--- src/rtl/dcpu16_marb.sv ---
// Memory arbiter: serialises the F-BUS (read/write) and G-BUS (read-only) masters
// onto one single-port synchronous RAM, returning a one-cycle ack per transfer.
module dcpu16_marb #(
    parameter int unsigned AW   = 16,
    parameter int unsigned DW   = 16,
    parameter int unsigned WAIT = 0
) (
    input  logic          clk,
    input  logic          rst,
    input  logic [AW-1:0] f_adr,
    input  logic          f_stb,
    input  logic          f_wre,
    input  logic [DW-1:0] f_dto,
    output logic [DW-1:0] f_dti,
    output logic          f_ack,
    input  logic [AW-1:0] g_adr,
    input  logic          g_stb,
    output logic [DW-1:0] g_dti,
    output logic          g_ack,
    output logic [AW-1:0] m_adr,
    output logic [DW-1:0] m_dto,
    output logic          m_en,
    output logic          m_we,
    input  logic [DW-1:0] m_dti
);

    localparam int unsigned CW = 4;

    typedef enum logic [1:0] {
        S_IDLE,
        S_MEM,
        S_WAIT,
        S_ACK
    } state_t;

    state_t        state, state_nx;
    logic [CW-1:0] cnt, cnt_nx;
    logic          gnt_g, gnt_g_nx;
    logic          last_g, last_g_nx;
    logic [AW-1:0] adr_nx;
    logic [DW-1:0] dto_nx;
    logic          en_nx, we_nx, f_ack_nx, g_ack_nx;

    // Read data is shared; each master only looks at it in its own ack cycle.
    assign f_dti = m_dti;
    assign g_dti = m_dti;

    always_ff @(posedge clk) begin
        if (rst) begin
            state  <= S_IDLE;
            cnt    <= '0;
            gnt_g  <= 1'b0;
            last_g <= 1'b1;
            m_adr  <= '0;
            m_dto  <= '0;
            m_en   <= 1'b0;
            m_we   <= 1'b0;
            f_ack  <= 1'b0;
            g_ack  <= 1'b0;
        end else begin
            state  <= state_nx;
            cnt    <= cnt_nx;
            gnt_g  <= gnt_g_nx;
            last_g <= last_g_nx;
            m_adr  <= adr_nx;
            m_dto  <= dto_nx;
            m_en   <= en_nx;
            m_we   <= we_nx;
            f_ack  <= f_ack_nx;
            g_ack  <= g_ack_nx;
        end
    end

    // Outputs are computed for the state being entered so they register in step with it.
    always_comb begin
        state_nx  = state;
        cnt_nx    = cnt;
        gnt_g_nx  = gnt_g;
        last_g_nx = last_g;
        adr_nx    = m_adr;
        dto_nx    = m_dto;
        en_nx     = 1'b0;
        we_nx     = 1'b0;
        f_ack_nx  = 1'b0;
        g_ack_nx  = 1'b0;

        case (state)
            S_IDLE: begin
                if (f_stb || g_stb) begin
                    // On a tie the master that was not served last wins.
                    gnt_g_nx  = (f_stb && g_stb) ? !last_g : g_stb;
                    last_g_nx = gnt_g_nx;
                    adr_nx    = gnt_g_nx ? g_adr : f_adr;
                    dto_nx    = f_dto;
                    en_nx     = 1'b1;
                    we_nx     = !gnt_g_nx && f_wre;
                    state_nx  = S_MEM;
                end
            end
            S_MEM: begin
                cnt_nx = CW'(WAIT);
                if (WAIT == 0) begin
                    state_nx = S_ACK;
                    f_ack_nx = !gnt_g;
                    g_ack_nx = gnt_g;
                end else begin
                    state_nx = S_WAIT;
                end
            end
            S_WAIT: begin
                cnt_nx = cnt - CW'(1);
                if (cnt == CW'(1)) begin
                    state_nx = S_ACK;
                    f_ack_nx = !gnt_g;
                    g_ack_nx = gnt_g;
                end
            end
            S_ACK: begin
                state_nx = S_IDLE;
            end
        endcase
    end

endmodule

--- config.mk ---
export PLATFORM = sky130hd
export DESIGN_NAME = dcpu16_marb
export DESIGN_NICKNAME = d
export VERILOG_FILES = /design/src/rtl/dcpu16_marb.sv
export SDC_FILE = /design/constraint.sdc
export NUM_CORES = 1
export LEC_CHECK = 0
export BUFFER_PORTS_ARGS = -buffer_cell sky130_fd_sc_hd__buf_2
export CORE_MARGIN = 2
export CORE_UTILIZATION = 38
export CTS_BUF_LIST = sky130_fd_sc_hd__clkbuf_16
export CTS_CLUSTER_DIAMETER = 40
export DETAILED_ROUTE_END_ITERATION = 16
export GPL_ROUTABILITY_DRIVEN = 0
export MAX_ROUTING_LAYER = met4
export PLACE_DENSITY_LB_ADDON = 0.2
export SETUP_SLACK_MARGIN = 0.05
export SYNTH_ARGS = -nofsm -noshare
export SYNTH_HDL_FRONTEND = slang
export SYNTH_SLANG_ARGS = --single-unit
--- constraint.sdc ---
create_clock -name clk -period 1.5 [get_ports clk]
set_input_delay 0.075 -clock clk [delete_from_list [all_inputs] [get_ports clk]]
set_output_delay 0.075 -clock clk [all_outputs]
set_load 0.02 [all_outputs]
==> metrics.md <==
| Metric | Value |
|---|---|
| Status | `complete, but fails checks` |
| Failing checks | `negative setup slack` |
| Residual DRC | `0` |
| Commonest non-fill, non-tap cell in the layout | `buf_2` |
| Worst EP required | `1.66 ns` |
| Worst Clk Skew | `0.005628 ns` |
| Final worst setup slack | `-0.00001066 ns` |
| Vias in the first global route | `1566` |
| Register area | `883.3 sq um` |
| Critical R2R Launch | `cnt[1]` |
| Die area | `0.006080 sq mm` |
| Final setup TNS | `-0.00001066 ns` |
| Worst hold path depth | `3` |
| Netlist cell types | `33` |
| HPWL Detailed | `3002 microns` |
| Synth area leader | `dfxtp_1` |
| FP Rows | `26` |
| # port buffers | `88` |
| Syn Inst Count | `234` |
| Max-cap violations | `0` |
| Final #Nets | `367` |
| Synth Area in Compound Gates | `13.96%` |
| Clk slew on worst S/H paths | `0.06 ns` |
| FMAX | `0.6667 GHz` |
| Leak | `1.201 nW` |
| DR vias/cell | `4.485` |
| H-tree depth | `2` |
| Total track usage | `14.85%` |
| HP Start | `f_dto[1]` |
| Syn avg cell area | `8.887 sq um` |
| Final std cells w/o fill | `363` |
| Period utilization | `100.0%` |
| Starting Density | `39.95%` |
| Worst r2r path cells | `5` |
| Die Y | `77.98 microns` |
| Post-Synth XOR/XNOR Area | `0%` |
| Ys Warns | `0` |
| Crit path launch type | `flip-flop` |
| Sw Pwr | `0.001613 W` |
| Pwr Density | `1785 mW/mm^2` |
| Leading post-synthesis cells by cell area | `dfxtp_1, buf_4, mux2i_1` |
| Combinational power share | `39.3%` |
| Drt wl/cell | `11.41 microns` |
| Clock power share | `25.8%` |
| Register share of total power | `34.8%` |
| TritonCTS clock tree | `done` |
| Post-synthesis sequential area ratio | `42.36%` |
| Initial antenna violation count | `0` |
| Max-slew headroom | `48.32%` |
| Most frequent cells in the layout | `buf_2, dfxtp_1, nand2_1` |
| Area of the multi-input gates | `895.9 sq um` |
| Die W | `77.98 microns` |
| R2R Path End | `state[0]` |
| ANT cells | `0` |
| Period minus WS final | `1.500 ns` |
| Slew Viols, Final | `0` |
| Syn Nets | `309` |
| VDD IR max | `549.8 uV` |
| Clk sink count | `44` |
| Vias post-DR | `1628` |
| Number of CTS-inserted buffers | `5` |
| Pint | `0.003011 W` |
| HP Class | `in -> reg` |
| Detailed Route WL | `4142 microns` |
| GRT Residual Overflow | `0` |
| Register bit total from synthesis | `44` |
| First-pass GRT wire length | `7086 microns` |
| Starting DRT DRC Count | `56` |
| Worst skew pair latency | `0.28 ns` |
| Core Region | `0.005205 sq mm` |
| Hold-fix buffers, CTS | `0` |
| Largest net degree at the start of global routing | `25` |
| Crit-path max FO | `2` |
| Sw Ratio | `34.89%` |
| Crit end category | `flip-flop` |
| RSZ-0062 raised after global routing | `true` |
| Placed Cells | `354` |
| FF-to-FF setup slack | `-0.00001 ns` |
| Worst Hold Path EP | `m_dto[1]` |
| Endpoints failing hold | `0` |
| Area grow syn2layout | `24.61%` |
| Clk buf depth | `2` |
| FILL cells | `509` |
| Final setup viols | `1` |
| Antenna-violating nets left | `0` |
| Crit path arrival time | `1.66 ns` |
| Clock root buffer | `clkbuf_16` |
| Main combinational cell family by area after synthesis | `buffers and inverters` |
| Least-Margin Pin Slew | `0.7751 ns` |
| Top cell type's share of synthesized area | `42.36%` |
| Synth Area in Simple Gates | `14.32%` |
| Adder-cell share of the synthesized area | `3.610%` |
| Mux cell area share after synthesis | `9.326%` |
| Pre-antenna DRT Iters | `3` |
| Worst Setup Path Type | `reg -> reg` |
| I/O pin cnt | `137` |
| Share of cells above drive strength 1 | `39.59%` |
| Post-Syn Area | `0.002079 sq mm` |
state kept, by name (all words and copies together), names as in the netlist:
signal	cells
m_we	1
m_adr	16
g_ack	1
m_dto	16
m_en	1
f_ack	1
last_g	1
gnt_g	1
cnt	4
state	2
critical path, stage by stage (launching register included):
cell     delay, ns
dfxtp_2       0.32
inv_2         0.07
ha_4          0.12
or3b_1        0.33
a22o_1        0.23
mux2_4        0.30
layer usage:
metal,global-route usage [%],wire [microns],share of wire (%)
met5,-,0,0
met4,7.018,66,1.6
met3,4.186,372,9.0
met2,22.84,1782,43
met1,17.97,1921,46
per-stage QoR:
step	utilization, %	power (W)	worst slack [ns]	hold WS, ns	instance area [sq um]
detailed placement	45.70	0.003365	-0.0002107	0.1502	2379
CTS	49.47	0.004628	-0.00002731	0.02487	2575
global placement	45.70	0.003338	0.05105	0.1502	2379
finish	49.78	0.004624	-0.00001066	0.02740	2591
floorplan	-	0.002904	0.05290	0.2110	2079
global route	49.78	0.004956	-0.05355	0.02340	2591
final cells by class:
| cell class | count | area share (%) |
|---|---|---|
| multi-input combinational | 139 | 34.57 |
| tap | 70 | 3.380 |
| sequential | 44 | 34.09 |
| clock buffer | 5 | 4.829 |
| clock inverter | 3 | 1.497 |
| timing repair buffer | 96 | 20.76 |
| inverter | 6 | 0.8691 |
power by group through the flow:
stage | Clock, W | Sequential (W) | Combinational [W]
floorplan | 0 | 0.00191 | 0.000994
global placement | 0 | 0.00163 | 0.00171
detailed placement | 0 | 0.00163 | 0.00174
CTS | 0.00123 | 0.00161 | 0.00179
global route | 0.00128 | 0.00165 | 0.00202
finish | 0.00119 | 0.00161 | 0.00182
cell usage after synthesis:
library cell   n
nand2b_1       1
or2_2          1
buf_2          5
o21ai_2        1
a22o_1         1
nor2b_1        3
inv_1          6
a21boi_2       1
or3b_1         1
buf_4         32
a31oi_1        1
nand4b_1       1
mux2_2         1
nor4b_1        1
buf_12         1
mux2_1         2
o21ai_0        2
nor4_1         1
nor4bb_1       1
dfxtp_1       44
nor2_1        25
a211oi_1      16
buf_6          1
a21oi_1       19
or3_1          1
mux2i_1       16
ha_1           6
clkbuf_1       6
o21a_2         1
nand2_1       33
o22ai_1        1
o21bai_1       1
a22oi_1        1
cells by family after synthesis:
group | count (synthesis)
AOI/OAI and AO/OA | 45
adders and majority gates | 6
buffers and inverters | 51
DFF | 44
muxes | 19
and+or+nand+nor | 69
worst max path at each step:
stage	endpoint	depth (start not counted)	from
after global routing	state[0]	5	cnt[1]
after detailed placement	state[0]	5	cnt[1]
after CTS	state[1]	5	cnt[1]
after global placement	state[0]	5	cnt[1]
after floorplan	state[0]	5	cnt[1]
final	state[0]	5	cnt[1]
repair_timing:
| item | 4_1_cts | 5_1_grt |
|---|---|---|
| pin swaps | 1 | 1 |
| resized for setup | 8 | 3 |
| buffers inserted | 1 | 0 |
| endpoints found under the setup margin | 28 | 36 |
Note: power is estimated with default switching activity, not from simulation.
